<file path="src/rtl/regfile_onehot_wr.sv">
// 32-entry register file written through a one-hot strobe word, with sticky illegal-strobe tracking.
// Optional same-cycle write-through forwarding is enabled by defining REGFILE_BYPASS_EN.
module regfile_onehot_wr #(
  parameter int DATA_W    = 32,
  parameter int ZERO_REG  = 1,
  parameter int ERR_CNT_W = 8
) (
  input  logic                 clk,
  input  logic                 rst,
  input  logic [31:0]          wr_sel,
  input  logic [DATA_W-1:0]    wr_data,
  input  logic [4:0]           rd_addr_a,
  input  logic [4:0]           rd_addr_b,
  input  logic                 err_clr,
  output logic [DATA_W-1:0]    rd_data_a,
  output logic [DATA_W-1:0]    rd_data_b,
  output logic                 onehot_err,
  output logic [ERR_CNT_W-1:0] err_count
);

  localparam logic [ERR_CNT_W-1:0] CNT_ONE = {{(ERR_CNT_W-1){1'b0}}, 1'b1};

  logic [DATA_W-1:0] regs [32];
  logic              sel_zero;
  logic              multi_hot;
  logic              one_hot;

  // Clearing the lowest set bit leaves something behind only when two or more bits were set.
  always_comb begin
    sel_zero  = (wr_sel == 32'd0);
    multi_hot = |(wr_sel & (wr_sel - 32'd1));
    one_hot   = !sel_zero && !multi_hot;
  end

  always_ff @(posedge clk) begin
    if (rst) begin
      for (int i = 0; i < 32; i++) regs[i] <= '0;
    end else if (one_hot) begin
      for (int i = 0; i < 32; i++) begin
        if (wr_sel[i] && !(ZERO_REG != 0 && i == 0)) regs[i] <= wr_data;
      end
    end
  end

  // A fresh illegal strobe wins over a simultaneous clear, restarting the count at one.
  always_ff @(posedge clk) begin
    if (rst) begin
      onehot_err <= 1'b0;
      err_count  <= '0;
    end else if (multi_hot) begin
      onehot_err <= 1'b1;
      if (err_clr) err_count <= CNT_ONE;
      else if (!(&err_count)) err_count <= err_count + CNT_ONE;
    end else if (err_clr) begin
      onehot_err <= 1'b0;
      err_count  <= '0;
    end
  end

  always_comb begin
    rd_data_a = regs[rd_addr_a];
`ifdef REGFILE_BYPASS_EN
    if (!rst && one_hot && wr_sel[rd_addr_a]) rd_data_a = wr_data;
`endif
    if (ZERO_REG != 0 && rd_addr_a == 5'd0) rd_data_a = '0;
  end

  always_comb begin
    rd_data_b = regs[rd_addr_b];
`ifdef REGFILE_BYPASS_EN
    if (!rst && one_hot && wr_sel[rd_addr_b]) rd_data_b = wr_data;
`endif
    if (ZERO_REG != 0 && rd_addr_b == 5'd0) rd_data_b = '0;
  end

endmodule

</file>
<file path="config.mk">
export PLATFORM = sky130hd
export DESIGN_NAME = regfile_onehot_wr
export DESIGN_NICKNAME = d
export VERILOG_FILES = /design/src/rtl/regfile_onehot_wr.sv
export SDC_FILE = /design/constraint.sdc
export NUM_CORES = 2
export LEC_CHECK = 0
export CAP_MARGIN = 20
export CORE_MARGIN = 2
export CORE_UTILIZATION = 50
export CTS_CLUSTER_SIZE = 24
export DETAILED_ROUTE_END_ITERATION = 7
export PLACE_DENSITY = 0.67
export RECOVER_POWER = 50
export SETUP_SLACK_MARGIN = 0.5
export SYNTH_ARGS = -nofsm -noshare
export SYNTH_HDL_FRONTEND = slang
export SYNTH_SLANG_ARGS = --single-unit
</file>
<file path="constraint.sdc">
create_clock -name clk -period 5 [get_ports clk]
set_input_delay 0.75 -clock clk [delete_from_list [all_inputs] [get_ports clk]]
set_output_delay 0.75 -clock clk [all_outputs]
set_load 0.005 [all_outputs]
</file>
==> results.tsv <==
stage	metric	value	unit
sta	worst_clock_skew	0.000887	ns
logic_synthesis	synth-warning-count	0	
clock_tree	clk_transition_reported_paths	0.06	ns
sta	final.period_utilization	90.3	%
logic_synthesis	synth_cell_type_count	52	
die	core.rowCount	115	
worst_setup_path	most_frequent_cp_cell	sky130_fd_sc_hd__clkbuf_1	
logic_synthesis	netlist_instances	2851	
clock_tree	tritoncts.num_buffers	103	
global_route	antenna_found_initial	3	
clock_tree	cts.htree.levels	3	
logic_synthesis	number_of_flops_mapped_to_enable_cells_by_yosys	992	
placed_design	numPortBuffers	149	
sta	fmax	222	MHz
worst_setup_path	cp.required	5.31	ns
clock_tree	holdBufCountCts	0	
sta	hold_violations	0	
worst_setup_path	path_buf_inv	4	
route	routed-wl-met3	18000	µm
outcome	run_status	finished with violations	
route	wl_met1	57900	µm
route	drtPass1Iterations	7	
worst_setup_path	max_stage_delay	1.59	ns
worst_setup_path	crit_fanout	42	
sta	timing.final.crit_period	4.51	ns
route	drt-total-wl	159000	µm
sta	setup_repair_after_global_routing_missed_its_margin	no	
clock_tree	cts_tree	yes	
global_route	grt_first_pass_wirelength	226000	µm
clock_tree	cts_setup_buffers	0	
route	detail_route.wl_per_cell	36.3	µm
placed_design	place_ws	0.214	ns
route	drt-vias-per-instance	7.08	
hold_path	timing.hold.worst.class	flip-flop to flip-flop	
worst_setup_path	path_class	primary input to flip-flop	
global_route	maximum_number_of_pins_on_one_net_before_global_route_repair	69	
logic_synthesis	postSynthRegisterBits	1001	
clock_tree	cts.sinks	1001	
logic_synthesis	syn_area_per_cell	17.5	µm²
sta	slew-limit-headroom	-41.6	%
worst_setup_path	timing.critical_path.cells	clkbuf_1, clkbuf_1, nand2b_1, clkbuf_1, inv_1	
layout	synthToLayoutAreaGrowth	15.0	%
sta	final-max-slew-violation-count	71	
layout	final_cell_mix	sky130_fd_sc_hd__edfxtp_1 (992), sky130_fd_sc_hd__mux4_2 (576), sky130_fd_sc_hd__nor2_1 (556), sky130_fd_sc_hd__mux2_2 (129), sky130_fd_sc_hd__clkdlybuf4s50_1 (128)	
worst_setup_path	worst_endpoint_data_arrival_time	4.83	ns
die	die-area	102000	µm²
route	antenna_violating_nets_post_route	0	
power_and_ir_drop	peakVddDrop	330	µV
route	drtIter0Drc	4913	
logic_synthesis	synth_top_area_cell	sky130_fd_sc_hd__edfxtp_1	
layout	fillers	7195	
die	die_height	319	µm
clock_tree	cts_resized	0	
route	dr_wl_met2	76200	µm
sta	worst_setup_margin	0.486	ns
layout	instances_no_fill	4369	
clock_tree	clk_path_buf_depth	3	
power_and_ir_drop	power.density_cell_area	364	nW/µm²
worst_setup_path	worst-r2r-setup-slack	2.78	ns
die	die_width	319	µm
logic_synthesis	synth_fp_nets	2929	
logic_synthesis	yosys.area.top_type_share	59.9	%
clock_tree	root_buffer_cell	sky130_fd_sc_hd__clkbuf_16	
sta	fin_worst_hold_slack	0.479	ns
worst_setup_path	critical-path-slowest-cell	sky130_fd_sc_hd__clkbuf_1	
power_and_ir_drop	total_leakage_power	0.0188	µW
route	top_layer_used	met5	
sta	setup_tns	0	ns
logic_synthesis	yosysSeqAreaShare	60.2	%
layout	layout.cells.most_common	sky130_fd_sc_hd__edfxtp_1	
sta	report.final.setup_viol	0	
route	routed-via-count	30911	
worst_setup_path	worstSetupStartpointType	primary input	
worst_setup_path	end_kind	flip-flop	
logic_synthesis	synth_top_flop_cell	sky130_fd_sc_hd__edfxtp_1	
die	floorplan.core_area	98600	µm²
route	remaining_drc_errors	0	
run	maxCapViolations	2	
power_and_ir_drop	report.power.total	20800	µW
die	io_pins	150	
global_route	globalRouteOverflowTotal	0	
layout	layout_cells_sized_above_1	34.7	%
sta	tightest_slew	2.12	ns
global_route	global_route_usage_over_all_layers	31.3	%
placed_design	post-place-cells	4176	
global_route	first_global_vias	31001	
placed_design	place_hpwl	96600	µm
logic_synthesis	async_reset_ff_share	0	%
logic_synthesis	netlist_area	49800	µm²
logic_synthesis	synthTopCellsByArea	sky130_fd_sc_hd__edfxtp_1 (60%), sky130_fd_sc_hd__mux4_2 (26%), sky130_fd_sc_hd__nor2_1 (4.2%)	
worst_setup_path	path_delay_family	buffers and inverters	
die	initial_utilization	50.5	%
placed_design	gp_congestion	0.895	
layout	layout.nets	3072	
clock_tree	clock_insertion_delay_worst_skew	0.67	ns
outcome	violations_in_the_final_reports	capacitance limit, slew limit	
through the flow:
step,util (%),instance area [µm²]
floorplan,-,49800
global route,58.1,57300
detailed placement,54.8,54000
finish,58.1,57300
global placement,54.8,54000
CTS,58.3,57500
final timing paths:
check                  to  cells after the start          from
max           regs[25][1]                      5           rst
min            onehot_err                      2    onehot_err
max reg2reg  err_count[0]                      8  err_count[1]
min reg2reg    onehot_err                      2    onehot_err
cells in the mapped netlist, types with 2 or more instances:
cell                          n
sky130_fd_sc_hd__nand2b_1    50
sky130_fd_sc_hd__nor4_1       8
sky130_fd_sc_hd__a2111oi_0    3
sky130_fd_sc_hd__nand4_1     14
sky130_fd_sc_hd__nand4b_1     2
sky130_fd_sc_hd__a21oi_1      7
sky130_fd_sc_hd__a211oi_1     4
sky130_fd_sc_hd__nand4_2      2
sky130_fd_sc_hd__a21o_1      14
sky130_fd_sc_hd__nand3_1     12
sky130_fd_sc_hd__buf_1       61
sky130_fd_sc_hd__or3_1        3
sky130_fd_sc_hd__o21ai_0      6
sky130_fd_sc_hd__inv_1       40
sky130_fd_sc_hd__clkbuf_1   185
sky130_fd_sc_hd__nor2b_1      2
sky130_fd_sc_hd__o2111ai_1    3
sky130_fd_sc_hd__buf_4        2
sky130_fd_sc_hd__a22o_1      63
sky130_fd_sc_hd__edfxtp_1   992
sky130_fd_sc_hd__nor3_1      11
sky130_fd_sc_hd__a31oi_1      2
sky130_fd_sc_hd__or2_2        3
sky130_fd_sc_hd__dfxtp_1      9
sky130_fd_sc_hd__buf_2       40
sky130_fd_sc_hd__or4_1        4
sky130_fd_sc_hd__o22ai_1      3
sky130_fd_sc_hd__mux4_2     576
sky130_fd_sc_hd__mux2_2     129
sky130_fd_sc_hd__nand2_1     14
sky130_fd_sc_hd__nor2_1     556
sky130_fd_sc_hd__and3_1       2
sky130_fd_sc_hd__nand4_4     10
layer usage:
layer,GRT usage [%],vias to the layer above
met5,0,-
met4,11.8,4
met3,6.28,381
met2,49.5,2260
met1,43.3,16389
li1,-,11877
cell families after synthesis:
| group | after synthesis | share of synthesized area [%] |
|---|---|---|
| adders and majority gates | 2 | 0.0453 |
| and+or+nand+nor | 695 | 6.20 |
| AOI/OAI and AO/OA | 119 | 1.94 |
| DFF | 1001 | 60.2 |
| buffers and inverters | 329 | 2.61 |
| muxes | 705 | 29.0 |
power breakdown:
| part | switching, µW | internal [µW] |
|---|---|---|
| Combinational | 1420 | 1420 |
| Sequential | 267 | 9790 |
| Clock | 3290 | 4640 |
| Total | 4980 | 15900 |
worst min-delay path: stages (launching register included):
cell	delay, ns
sky130_fd_sc_hd__dfxtp_1	0.31
sky130_fd_sc_hd__nand2b_1	0.06
sky130_fd_sc_hd__a21oi_1	0.06
cell type report:
| class | count | area (µm²) | area share, % |
|---|---|---|---|
| sequential | 1001 | 30000 | 52.3 |
| multi-input combinational | 1521 | 18400 | 32.2 |
| timing repair buffer | 327 | 3630 | 6.33 |
| clock buffer | 123 | 2720 | 4.74 |
| tap | 1287 | 1610 | 2.81 |
| clock inverter | 69 | 738 | 1.29 |
| inverter | 40 | 150 | 0.262 |
| antenna | 1 | 2.50 | 0.00437 |
flip-flops by register name (all words and copies together) (netlist names):
register / cells
err_count: 8
regs: 992
onehot_err: 1
No activity file was read; power rests on OpenSTA's default activity.
